### src/rtl/slave_spi_receiver.sv
// Slave SPI receiver: synchronises an async CS/SCLK/MOSI link, deserialises one MSB-first frame
// and offers the word with valid/ready. Define SLAVE_SPI_PARITY_CHECK_EN to add a trailing even-parity bit.
module slave_spi_receiver #(
  parameter int WIDTH       = 32,
  parameter int SYNC_STAGES = 2
) (
  input  logic             clk,
  input  logic             rst_n,
  input  logic             spi_sclk,
  input  logic             spi_cs,
  input  logic             spi_mosi,
  output logic [WIDTH-1:0] out_data,
  output logic             out_valid,
  input  logic             out_ready,
  input  logic             err_clr,
  output logic             overrun,
  output logic             frame_err,
  output logic             parity_err
);

`ifdef SLAVE_SPI_PARITY_CHECK_EN
  localparam int PAR_BITS = 1;
`else
  localparam int PAR_BITS = 0;
`endif
  localparam int FRAME_BITS = WIDTH + PAR_BITS;
  localparam int CW         = $clog2(WIDTH + 2);
  localparam logic [CW-1:0] CNT_ONE    = CW'(1);
  localparam logic [CW-1:0] LAST_CNT   = CW'(FRAME_BITS - 1);
  localparam logic [CW-1:0] SETTLE_CNT = CW'(SYNC_STAGES);

  typedef enum logic [1:0] {WAIT_IDLE, IDLE, SHIFT, DONE} state_t;

  logic [SYNC_STAGES-1:0][2:0] r_sync;
  logic                        r_sclk_q;
  logic                        r_cs_q;
  state_t                      r_state;
  logic [CW-1:0]               r_cnt;
  logic [FRAME_BITS-1:0]       r_shreg;
  logic                        r_commit;
  logic                        r_frame_err;
  logic [WIDTH-1:0]            r_out_data;
  logic                        r_out_valid;
  logic                        r_overrun;

  logic w_sclk, w_cs, w_mosi;
  logic w_sclk_rise, w_cs_rise, w_cs_fall;
  logic w_par_ok, w_load, w_drop;
  logic [WIDTH-1:0] w_word;

  assign w_sclk      = r_sync[SYNC_STAGES-1][2];
  assign w_cs        = r_sync[SYNC_STAGES-1][1];
  assign w_mosi      = r_sync[SYNC_STAGES-1][0];
  assign w_sclk_rise = w_sclk & ~r_sclk_q;
  assign w_cs_rise   = w_cs & ~r_cs_q;
  assign w_cs_fall   = ~w_cs & r_cs_q;

  // NOTE: sequential state uses non-blocking assignments so every register samples pre-edge values.
  always_ff @(posedge clk or negedge rst_n) begin
    if (!rst_n) begin
      r_sync   <= '0;
      r_sclk_q <= 1'b0;
      r_cs_q   <= 1'b0;
    end else begin
      r_sync   <= {r_sync[SYNC_STAGES-2:0], {spi_sclk, spi_cs, spi_mosi}};
      r_sclk_q <= w_sclk;
      r_cs_q   <= w_cs;
    end
  end

  // In WAIT_IDLE the counter first lets the reset-zeroed synchronisers fill with real pin values,
  // so a CS that was already high at reset release is not mistaken for idle.
  always_ff @(posedge clk or negedge rst_n) begin
    if (!rst_n) begin
      r_state     <= WAIT_IDLE;
      r_cnt       <= '0;
      r_shreg     <= '0;
      r_commit    <= 1'b0;
      r_frame_err <= 1'b0;
    end else begin
      r_commit    <= 1'b0;
      r_frame_err <= 1'b0;
      case (r_state)
        WAIT_IDLE: begin
          if (r_cnt < SETTLE_CNT) begin
            r_cnt <= r_cnt + CNT_ONE;
          end else if (!w_cs) begin
            r_cnt   <= '0;
            r_state <= IDLE;
          end
        end
        IDLE: begin
          if (w_cs_rise) begin
            r_cnt   <= '0;
            r_state <= SHIFT;
          end
        end
        SHIFT: begin
          if (w_cs_fall) begin
            r_frame_err <= (r_cnt != '0);
            r_state     <= IDLE;
          end else if (w_sclk_rise) begin
            r_shreg <= {r_shreg[FRAME_BITS-2:0], w_mosi};
            r_cnt   <= r_cnt + CNT_ONE;
            if (r_cnt == LAST_CNT) begin
              r_commit <= 1'b1;
              r_state  <= DONE;
            end
          end
        end
        DONE: begin
          if (w_cs_fall) r_state <= IDLE;
        end
        default: r_state <= WAIT_IDLE;
      endcase
    end
  end

  assign w_word = r_shreg[FRAME_BITS-1 -: WIDTH];

`ifdef SLAVE_SPI_PARITY_CHECK_EN
  logic r_parity_err;

  // Data plus parity bit must XOR to zero for even parity.
  assign w_par_ok = ~(^r_shreg);

  always_ff @(posedge clk or negedge rst_n) begin
    if (!rst_n) r_parity_err <= 1'b0;
    else        r_parity_err <= r_commit & ~w_par_ok;
  end

  assign parity_err = r_parity_err;
`else
  assign w_par_ok   = 1'b1;
  assign parity_err = 1'b0;
`endif

  assign w_load = r_commit & w_par_ok & (~r_out_valid | out_ready);
  assign w_drop = r_commit & w_par_ok & r_out_valid & ~out_ready;

  always_ff @(posedge clk or negedge rst_n) begin
    if (!rst_n) begin
      r_out_data  <= '0;
      r_out_valid <= 1'b0;
      r_overrun   <= 1'b0;
    end else begin
      if (w_load) begin
        r_out_data  <= w_word;
        r_out_valid <= 1'b1;
      end else if (out_ready) begin
        r_out_valid <= 1'b0;
      end
      if (w_drop)       r_overrun <= 1'b1;
      else if (err_clr) r_overrun <= 1'b0;
    end
  end

  assign out_data  = r_out_data;
  assign out_valid = r_out_valid;
  assign overrun   = r_overrun;
  assign frame_err = r_frame_err;

endmodule

### config.mk
export PLATFORM = sky130hd
export DESIGN_NAME = slave_spi_receiver
export DESIGN_NICKNAME = d
export VERILOG_FILES = /design/src/rtl/slave_spi_receiver.sv
export SDC_FILE = /design/constraint.sdc
export NUM_CORES = 1
export LEC_CHECK = 0
export CAP_MARGIN = 25
export CORE_UTILIZATION = 30
export CTS_BUF_LIST = sky130_fd_sc_hd__clkbuf_2 sky130_fd_sc_hd__clkbuf_4 sky130_fd_sc_hd__clkbuf_8
export DETAILED_ROUTE_END_ITERATION = 7
export GPL_ROUTABILITY_DRIVEN = 0
export MAX_ROUTING_LAYER = met4
export PLACE_DENSITY = 0.52
export SLEW_MARGIN = 20
export SYNTH_ARGS = -nofsm -noshare
export SYNTH_HDL_FRONTEND = slang
export SYNTH_SLANG_ARGS = --single-unit
export TNS_END_PERCENT = 1
### constraint.sdc
create_clock -name clk -period 2.6 [get_ports clk]
set_clock_uncertainty 0.1 [all_clocks]
set_input_delay 0.39 -clock clk [delete_from_list [all_inputs] [get_ports clk]]
set_output_delay 0.39 -clock clk [all_outputs]
set_load 0.05 [all_outputs]
== Word level (Yosys, flattened, before mapping) ==
Index checks and enable logic that the tools add are counted.
Word-level totals
  register bits: 84
  bits in latches: 0
  memory bits (writable): 0
  ROM bits: 0
  output and inout port bits: 36
  logic and storage cells: 72
  memories kept: 0
Operators by class
  $add $sub $neg: 1
  multipliers: 0
  divide/modulo/power cells: 0
  order comparisons: 1
  eq/ne operators: 13
  shifts and indexed selects: 0
  mux-type cells: 24
  bitwise gates (word level): 13
  reductions and logical operators: 8
Operators by type and width (number)
  $mux W6: 5
  $pmux W6 S3: 1
  $mux W2: 7
  $ne A2 B2 Y1 const B: 6
  $mux W1: 10
  $ne A3 B3 Y1 const B: 3
  $pmux W2 S4: 1
  $add A6 B1 Y6 const B: 1
  $and A1 B1 Y1: 6
  $eq A6 B5 Y1 const B: 1
  $lt A6 B2 Y1 const B: 1
  $not A1 Y1: 6
  $reduce_and A6 Y1: 1
  $reduce_bool A6 Y1: 1
  $reduce_and A5 Y1: 1
  $eq A2 B2 Y1 const B: 2
  $reduce_bool A2 Y1: 2
  $reduce_and A3 Y1: 1
  $reduce_bool A3 Y1: 1
  $eq A2 B1 Y1 const B: 1
  $logic_not A2 Y1: 1
  $or A1 B1 Y1: 1

== Depth between registers and ports, before layout ==
  word-level depth: 5
  gate-level depth with buffers: 7
  gate-level depth less buffers: 7

== Worst setup path before layout ==
No wires, ideal clock.
  path kind: register to register
  from: register r_cnt[1]
  to: register r_state[0]
  arrival time: 1730 ps
  slack: 690 ps
  cell stages (with the launch flop): 6
  path buffers: 0
  clock period less this slack: 1910 ps
  path through: dfrtp_1 -> ha_1 -> nand3_1 -> or3b_2 -> a211oi_1 -> mux2i_1
Between the ends
  cells in the longest elaborated chain, start to end: 3
RTL lines
  start, declared: RTL line 38  | logic [CW-1:0] r_cnt;
  start signal, assigned: RTL line 86  | r_cnt <= r_cnt + CNT_ONE;
  start signal, assigned: RTL line 104  | r_cnt <= r_cnt + CNT_ONE;
  $lt A6 B2 Y1 / $eq A6 B5 Y1 (equally long branches): RTL line 85, 105
  $ne A2 B2 Y1 (no line) / $ne A3 B3 Y1 (equally long branches)
  $reduce_and A6 Y1 (no line) *
  end signal, assigned: RTL line 89  | r_state <= IDLE;
  end signal, assigned: RTL line 95  | r_state <= SHIFT;
  end signal, assigned: RTL line 101  | r_state <= IDLE;
  end, declared: RTL line 37  | state_t r_state;
Every way passes the cells marked *; elsewhere a longest branch is shown, timed or not.
A chain may end at the register's enable or synchronous reset.

== Worst setup path after layout ==
  from: register r_cnt[1]
  to: register r_state[1]
Same word-level chain as after synthesis.

==> key figures <==
Worst setup path
  • CP endpoint kind: flip-flop
  • CP Capture Point: r_state[1]
  • Max stage delay on crit path: 0.47 ns
  • Req. time, crit path: 2.76 ns
  • FF-to-FF setup slack: 0.53 ns
  • RR Endpoint: r_state[1]
  • Critical Setup Path Class: reg -> reg
  • Reg-to-Reg Start: r_cnt[1]
  • Crit path arrival time: 2.24 ns
  • Reg2Reg Depth: 5
  • Slowest CP cell: or3b_2
  • Crit-path cells: ha_1, nand3_1, or3b_2, a211oi_1, mux2i_1
  • Critical Path Source: r_cnt[1]
  • Crit path launch type: flip-flop
  • Largest fanout on the critical path: 6

Synth
  • Syn avg cell area: 14.9 µm²
  • Multiplexer area fraction after synthesis: 0.224
  • Yosys warns: 0
  • Complex-gate fraction of the synthesized area: 0.0440
  • Post-Synth Simple-Gate Area: 0.0485
  • Main combinational cell family by area after synthesis: multiplexers
  • Flops & latches, synth: 84
  • Post-Syn Instances: 221
  • Cell Area, Synth: roughly 3300 µm²
  • Syn Nets: approximately 240
  • Post-synth cell types: 32
  • XOR/XNOR Fraction of Synth Area: 0
  • Adder-cell area share of the yosys netlist: 0.0265
  • Post-synthesis sequential area ratio: 0.637

Routing
  • Number of remaining DRC errors: 0
  • Post-route ant nets: 0
  • Initial DRC count: 57
  • Average wire per standard cell: 12.8 µm
  • Via/cell ratio: between 4 and 5
  • Via count: 1867
  • Final WL: approximately 5300 µm
  • Drt pass-1 iters: 4

Finish
  • Nets@finish: about 290
  • Commonest non-fill, non-tap cell in the layout: dfrtp_1
  • FF+latch area: between 2000 and 2500 µm²
  • Final std cells w/o fill: 413
  • Fin area: 4110 µm²
  • Area of the multi-input gates: 1140 µm²
  • # fillers: 1005
  • Commonest cells after routing, fill and taps aside: 84 x dfrtp_1, 64 x mux2_2, 40 x clkdlybuf4s50_1, 10 x clkbuf_8, 9 x o21ai_0
  • Layout area overhead: 24.5%
  • Inserted Diodes: 0
  • Share of layout cells above drive strength 1: 0.329

Die
  • Initial Utilization: 0.314
  • Num rows: 37
  • IO Pins: 43
  • Die H: 107 µm
  • Core area: 10500 µm²
  • Die area: 11400 µm²
  • Die Wd: ~110 µm

GRT
  • Total grt overflow: 0
  • Vias in the first global route: 1876
  • First-pass GRT wire length: 9170 µm
  • Largest net degree at the start of global routing: 35
  • Antenna violations before repair: 0
  • Gr usage total: 0.108

CTS
  • Clk sinks: 84
  • Clk_lat worst skew: 0.34 ns
  • Post-CTS Resized: 0
  • CTS tree: done
  • H-tree depth: 3
  • CTS Buf Count: 9
  • Clk slew on worst S/H paths: roughly 0.08 ns
  • CTS max path bufs: 2
  • Root cell of the clock tree: clkbuf_8

Timing
  • Slew at the pin with the worst max-slew slack: around 0.53 ns
  • Final Max Tran Viols: 0
  • Slew headroom: 0.643
  • Final hold violations: 0
  • Final setup vio count: 0
  • Fraction of the cycle the final worst path needs: 0.798
  • Setup_tns: 0 ns
  • RSZ-0062 raised after global routing: false
  • Final setup margin: 0.525 ns
  • Crit path time final: 2.07 ns
  • FMAX: 482 MHz

Pwr
  • Peak supply drop: around 0.29 mV
  • P_leak: 1.98 nW
  • Pwr Density: 685 nW/µm²

Placed design
  • Post-DP HPWL: approximately 3600 µm
  • Port bufs: 41
  • Post-DP Area: 3900 µm²
  • Placed insts: 397
  • DP Worst Slack: 0.510 ns

Flow run
  • MaxCap Viol Count: 0

Run status
  • Outcome: complete, no violations

Hold path
  • Min-delay worst type: reg -> reg
==> power by group <==
group	internal [W]	total [W]	switching [W]
Combinational	0.000217	0.000489	0.000272
Clock	0.000474	0.000908	0.000434
Sequential	0.00136	0.00142	0.0000549
Total	0.00205	0.00281	0.000760
==> Yosys cell counts <==
master / count / share of area
a211oi_1: 1 / 0.0023
a21oi_1: 2 / 0.0030
a22oi_1: 1 / 0.0023
a31oi_1: 1 / 0.0019
and2_4: 1 / 0.0027
and2b_1: 1 / 0.0023
and3_1: 1 / 0.0019
buf_1: 3 / 0.0034
buf_2: 3 / 0.0045
buf_4: 1 / 0.0023
conb_1: 1 / 0.0011
dfrtp_1: 84 / 0.64
ha_1: 7 / 0.027
inv_1: 7 / 0.0080
mux2_2: 64 / 0.22
mux2i_1: 2 / 0.0061
nand2_1: 7 / 0.0080
nand2b_1: 4 / 0.0076
nand3_1: 3 / 0.0045
nand3b_1: 1 / 0.0023
nor2_1: 4 / 0.0045
nor2b_1: 2 / 0.0038
nor4_2: 1 / 0.0038
o2111ai_4: 1 / 0.0080
o21ai_0: 9 / 0.014
o21ai_1: 1 / 0.0015
o22ai_1: 1 / 0.0019
o2bb2ai_1: 1 / 0.0027
o31ai_1: 3 / 0.0068
or2_4: 1 / 0.0027
or3_1: 1 / 0.0019
or3b_2: 1 / 0.0027
==> cell type report <==
| cell class | instances | share of cell area |
|---|---|---|
| inverter | 7 | 0.00640 |
| clock buffer | 11 | 0.0353 |
| multi-input combinational | 123 | 0.277 |
| clock inverter | 4 | 0.0122 |
| timing repair buffer | 48 | 0.116 |
| sequential | 84 | 0.512 |
| tap | 136 | 0.0414 |
==> per-stage QoR <==
step | hold WS [ns] | total power, W | utilization
after floorplan | -0.00559 | 0.00180 | -
after global placement | 0.232 | 0.00193 | 0.371
after detailed placement | 0.237 | 0.00193 | 0.371
after CTS | 0.252 | 0.00287 | 0.391
after global routing | 0.261 | 0.00298 | 0.391
final | 0.256 | 0.00281 | 0.391
==> cells by family after synthesis <==
kind of cell / Yosys count
simple gates: 28
mux: 66
other cells: 1
flops: 84
compound gates: 21
fa+ha+maj: 7
buf+inv: 14
==> registers in the layout, indices dropped and copies added (netlist names) <==
name       flops
r_shreg       32
r_sync         6
out_valid      1
r_sclk_q       1
r_cs_q         1
out_data      32
r_state        2
r_cnt          6
frame_err      1
r_commit       1
overrun        1
==> critical path, delay by kind of cell (launching register included) <==
kind | cells | cell delay [ns]
flip-flops | 1 | 0.42
multiplexers | 1 | 0.24
AO/OA/AOI/OAI | 1 | 0.41
AND/OR/NAND/NOR | 2 | 0.58
adder cells (fa/ha/maj) | 1 | 0.24
==> layer usage <==
layer	vias up	global-route usage	routed length, µm
met2	39	0.153	2420
met4	0	0.0616	59
met5	-	-	0
met3	5	0.0292	241
met1	941	0.138	2550
li1	882	-	-
==> worst min path at each step <==
stage / from / end / depth (start not counted)
after CTS: r_sync[2] / r_sync[5] / 0
after floorplan: rst_n / frame_err / 0
after detailed placement: r_sync[0] / r_sync[3] / 0
after global routing: r_sync[2] / r_sync[5] / 0
final: r_sync[0] / r_sync[3] / 0
after global placement: r_sync[0] / r_sync[3] / 0
==> repair_timing <==
action                    CTS  global route
hold buffers                1             0
setup buffers               0             0
hold endpoints to repair   29             0
Power figures use the tool's default switching activity.
==> RTL edit 1, RTL diff (config.mk and constraints unchanged) <==
The parameter `SYNC_STAGES` goes from 2 to 4.
--- a/src/rtl/slave_spi_receiver.sv
+++ b/src/rtl/slave_spi_receiver.sv
@@ -2,7 +2,7 @@
 // and offers the word with valid/ready. Define SLAVE_SPI_PARITY_CHECK_EN to add a trailing even-parity bit.
 module slave_spi_receiver #(
   parameter int WIDTH       = 32,
-  parameter int SYNC_STAGES = 2
+  parameter int SYNC_STAGES = 4
 ) (
   input  logic             clk,
   input  logic             rst_n,
Formal check against the unedited RTL: not equivalent (a bounded check fails within 10 cycles, from zero or initial values and one cycle with rst_n low).
==> RTL edit 1 against the original RTL <==
  * Sequential power is 7% higher
  * Cell area is 5.9% higher
  * Routed wire length is 15% higher
  * Power is 14% higher
  * Sequential cell count is 6 higher
  * Worst setup slack worse by 0.023 ns
  * Combinational power is 17% higher
  * Area after synthesis is 6.3% higher
  * Critical path type unchanged
  * Critical endpoint is now r_shreg[28]
  * Largest cell class unchanged
  * Largest power group unchanged
==> RTL edit 1: results (changes against the original RTL) <==
----------------------------------------------------
[Critical path]
  Slowest cell on crit path ... dfrtp_1
  Worst Reg-to-Reg Cells ... 6 (+1)
  Critical Path Max Stage Delay ... 0.41 ns (-0.06 ns)

[Synth]
  Most frequent cells after synthesis ... dfrtp_1, mux2_1, mux2_2, ha_1, inv_1
  Number of distinct library cell variants in the gate-level netlist after synthesis ... 37 (+16%)
  Post-synthesis sequential area ratio ... 64.2% (+0.51 points)
  Compound-Gate Fraction of Synth Area ... 4.60% (+0.20 points)
  Net Count, Synth ... 242 (+3.0%)
  Multiplexer share of the synthesized area ... 21.7% (-0.76 points)
  Share of synthesized cell area in full adder, half adder and majority cells ... 2.50% (-0.16 points)

[Final layout]
  Clock network area share ... 5.44% (+0.68 points)
  Layout cells sized above 1 ... 21.6% (-11 points)
  Non-clock buffer share ... 10.9% (-0.71 points)
  Multi-input gate area ... 1180 um2 (+4.1%)

[Global route]
  Number of global-route vias before repair ... 1989 (+6.0%)
  Met3 routing resource usage after global routing ... 3.29% (+0.37 points)
  Largest net degree at the start of global routing ... 41 (+17%)
  Overall track demand over capacity in global routing ... 11.6% (+0.82 points)

[Place]
  Pre-CTS setup slack ... 0.508 ns (-0.00185 ns)
  Placement Cell Area ... 4100 um2 (+5.2%)

[Floorplanning]
  Tap cell instance count ... 143 (+5.1%)

[Detailed routing]
  Length of routed met2 wiring ... 2720 um (+12%)

[Worst hold path]
  Sink of the worst hold path ... r_sync[11]

[Run status]
  Outcome ... complete, no violations

[Power and ir drop]
  Cell-internal power ... 2.30 mW (+12%)

----------------------------------------------------
## RTL edit 1: through the flow
step	instances	power (mW)	hold WS [ns]
after floorplan	228	1.98	-0.00559
after global placement	408	2.11	0.208
after detailed placement	408	2.12	0.214
after CTS	425	3.26	0.254
after global routing	425	3.39	0.256
final	425	3.20	0.249
## RTL edit 1: power groups by stage
stage	registers (mW)	logic, mW	clock network (mW)
after floorplan	1.53	0.453	0
after global placement	1.54	0.569	0
after detailed placement	1.55	0.572	0
after CTS	1.52	0.578	1.16
after global routing	1.53	0.649	1.21
final	1.52	0.574	1.11
## RTL edit 1: timing repair
item                                   in CTS  in global routing
setup endpoints to repair                   0                  0
hold buffers                                1                  0
endpoints found under the hold margin      22                  0
## RTL edit 1: worst max-delay path, delay by kind of cell (launching register included)
kind                     cells  cell delay (ns)
AND/OR/NAND/NOR              2             0.28
multiplexers                 1             0.37
adder cells (fa/ha/maj)      1             0.32
buffers and inverters        2             0.47
flip-flops                   1             0.41
==> RTL edit 2, RTL diff (same flow settings) <==
Made on the original files. One comparison of `r_cnt` changes from == to >=.
--- a/src/rtl/slave_spi_receiver.sv
+++ b/src/rtl/slave_spi_receiver.sv
@@ -102,7 +102,7 @@
           end else if (w_sclk_rise) begin
             r_shreg <= {r_shreg[FRAME_BITS-2:0], w_mosi};
             r_cnt   <= r_cnt + CNT_ONE;
-            if (r_cnt == LAST_CNT) begin
+            if (r_cnt >= LAST_CNT) begin
               r_commit <= 1'b1;
               r_state  <= DONE;
             end
Formal check against the unedited RTL: same outputs for any inputs over 10 cycles, from zero or initial values and one cycle with rst_n low; that may be too few to reach the edited logic, so the function may still have changed.
==> RTL edit 2 against the original RTL <==
  * Synthesized cell count increased by 2.7%
  * Clock power increased by 13%
  * Area after synthesis increased by 1.7%
  * Global-route usage about the same
  * Sequential cell count unchanged
  * Via count increased by 2.7%
  * Cell area increased by 2.0%
  * Worst setup slack got worse by 0.0012 ns
  * Non-clock buffer count decreased by 3
  * Routed wire length increased by 4.8%
  * Count of clock-buffer cells in the layout decreased by 1
  * Power increased by 6.3%
  * Combinational power increased by 11%
==> RTL edit 2: results (changes against the original RTL) <==
----------------------------------------------------
[Synth]
  Post-synthesis sequential area ratio ... 62.7% (-1.0 points)
  Net Count, Synth ... 241 (+2.6%)
  Warnings from Yosys ... 0 (unchanged)
  Most frequent cells after synthesis ... dfrtp_1, mux2_2, inv_1, nand2_1, ha_1
  Top post-synthesis cells by area ... dfrtp_1, mux2_2, ha_1, inv_1, mux2i_1
  Number of distinct library cell variants in the gate-level netlist after synthesis ... 30 (-6.3%)
  Fraction of registers with async set or reset after synthesis ... 100% (unchanged)
  Mean instance size in the synthesized netlist ... 14.8 um2 (-1.0%)

[Clocking]
  Number of H-tree levels ... 3 (unchanged)
  Worst-skew pair later-pin latency ... 0.35 ns
  Setup repair bufs after CTS ... 0 (unchanged)
  Root cell of the clock tree ... clkbuf_8
  Buffer depth of the longest clock path ... 2 (unchanged)
  Count of hold buffers inserted by post-cts repair ... 1 (unchanged)
  Number of CTS-inserted buffers ... 9 (unchanged)
  Post-cts resize count ... 0 (unchanged)
  Reg clk slew, reported paths ... 0.08 ns (about the same)

[Detailed routing]
  WL final ... 5530 um (+4.8%)
  Routed via count ... 1918 (+2.7%)
  Number of optimization iterations in the first detailed-route pass ... 4 (unchanged)
  Initial drt markers ... 59 (+3.5%)

[Power and ir drop]
  Leakage power total ... 2.01 nW (+1.8%)
  Net switching power ... 809 uW (+6.4%)
  Highest ir drop seen on vdd ... 0.322 mV (+13%)

[Global route]
  Largest net degree at the start of global routing ... 48 (+37%)
  Global-route wire length before repair ... 9130 um (-0.46%)
  Number of global-route vias before repair ... 1819 (-3.0%)
  Overall track demand over capacity in global routing ... 10.8% (-0.014 points)
  Number of antenna violations at the first check in global routing ... 0 (unchanged)

[Final layout]
  Post-layout net count ... 289 (+0.70%)
  Layout cells sized above 1 ... 31.5% (-1.3 points)
  Fin cells ... 419 (+1.5%)
  Antenna fix cells ... 0 (unchanged)
  # fillers ... 1068 (+6.3%)

[Place]
  Number of placed cells counting well taps ... 403 (+1.5%)
  Number of buffers inserted by port buffering ... 41 (unchanged)
  Pre-CTS setup slack ... 0.553 ns (+0.0430 ns)
  Final HPWL DP ... 3470 um (-3.1%)

[Run status]
  Outcome ... complete, no violations

[STA]
  Count of final max-slew check failures ... 0 (unchanged)
  Final critical delay including setup and external delays ... 2.08 ns (+0.00115 ns)
  Worst slew margin ... 65.1% (+0.78 points)

[Worst hold path]
  Hold Crit Class ... reg2reg

[Critical path]
  Top fanout value on the critical path ... 8 (+2)
  Critical Path Max Stage Delay ... 0.59 ns (+0.12 ns)
  Arrival time at the worst endpoint ... 2.25 ns
  Slowest cell on crit path ... or4b_4
  Slack of the worst reg-to-reg path ... 0.52 ns (about the same)

----------------------------------------------------
## RTL edit 2: changes by cell type after synthesis, moves of 3 or more
cell,before,now
o31ai_1,3,0
a2111oi_0,0,4
o22ai_1,1,5
inv_1,7,11
o21ai_0,9,0
## RTL edit 2: critical path: cells and delay by family (launching register included)
family	cells	cell delay, ns
compound gates	2	0.35
fa+ha+maj	1	0.33
buf+inv	1	0.11
flops	1	0.42
simple gates	2	0.68
## RTL edit 2: per-layer routing
| metal | vias up | global-route usage (%) | share of wire, % |
|---|---|---|---|
| met1 | 974 | 14.4 | 49 |
| met3 | 11 | 2.24 | 3.3 |
| met5 | - | - | 0 |
| met4 | 0 | 6.75 | 2.6 |
| met2 | 40 | 14.8 | 45 |
| li1 | 893 | - | - |
## RTL edit 2: worst paths after layout
kind | from | endpoint | cells after the start
worst min register to register | r_sync[2] | r_sync[5] | 0
worst max register to register | r_state[0] | r_cnt[4] | 6
max in group asynchronous | rst_n | r_cs_q | 3
worst max-delay path | r_state[0] | r_cnt[4] | 6
min in group asynchronous | rst_n | r_cnt[2] | 2
worst min-delay path | r_sync[2] | r_sync[5] | 0
## RTL edit 2: cell type report
type                            instances  area (um2)  area share (%)
Inverter                               11        41.3           0.986
Timing Repair Buffer                   45         465            11.1
Tap cell                              140         175            4.18
Sequential cell                        84        2100            50.2
Multi-Input combinational cell        124        1180            28.2
Clock inverter                          5        86.3            2.06
Clock buffer                           10         138            3.29
## RTL edit 2: logic make-up (layout without fill, tap and decap cells)
logic type      count (synthesis)  count (layout)  synth area share (%)
buf+inv                        19              71                  2.35
flops                          84              84                  62.7
other cells                     1               1                 0.112
mux                            68              68                  22.7
compound gates                 19              19                  4.51
simple gates                   29              29                  5.07
fa+ha+maj                       7               7                  2.61
## RTL edit 2: through the flow
step                      instance area (um2)  total power [mW]  hold WS, ns  utilization [%]
after detailed placement                 3950              1.98        0.236             36.3
after global placement                   3950              1.98        0.233             36.3
final                                    4190              2.99        0.253             38.5
after floorplan                          3350              1.85     -0.00559                -
after global routing                     4190              3.15        0.263             38.5
after CTS                                4190              3.04        0.254             38.5
## RTL edit 2: power by group through the flow
stage	clock network (mW)	registers, mW	logic [mW]
after floorplan	0	1.43	0.419
after global placement	0	1.44	0.542
after detailed placement	0	1.44	0.543
after CTS	1.08	1.42	0.546
after global routing	1.14	1.42	0.596
final	1.03	1.41	0.543
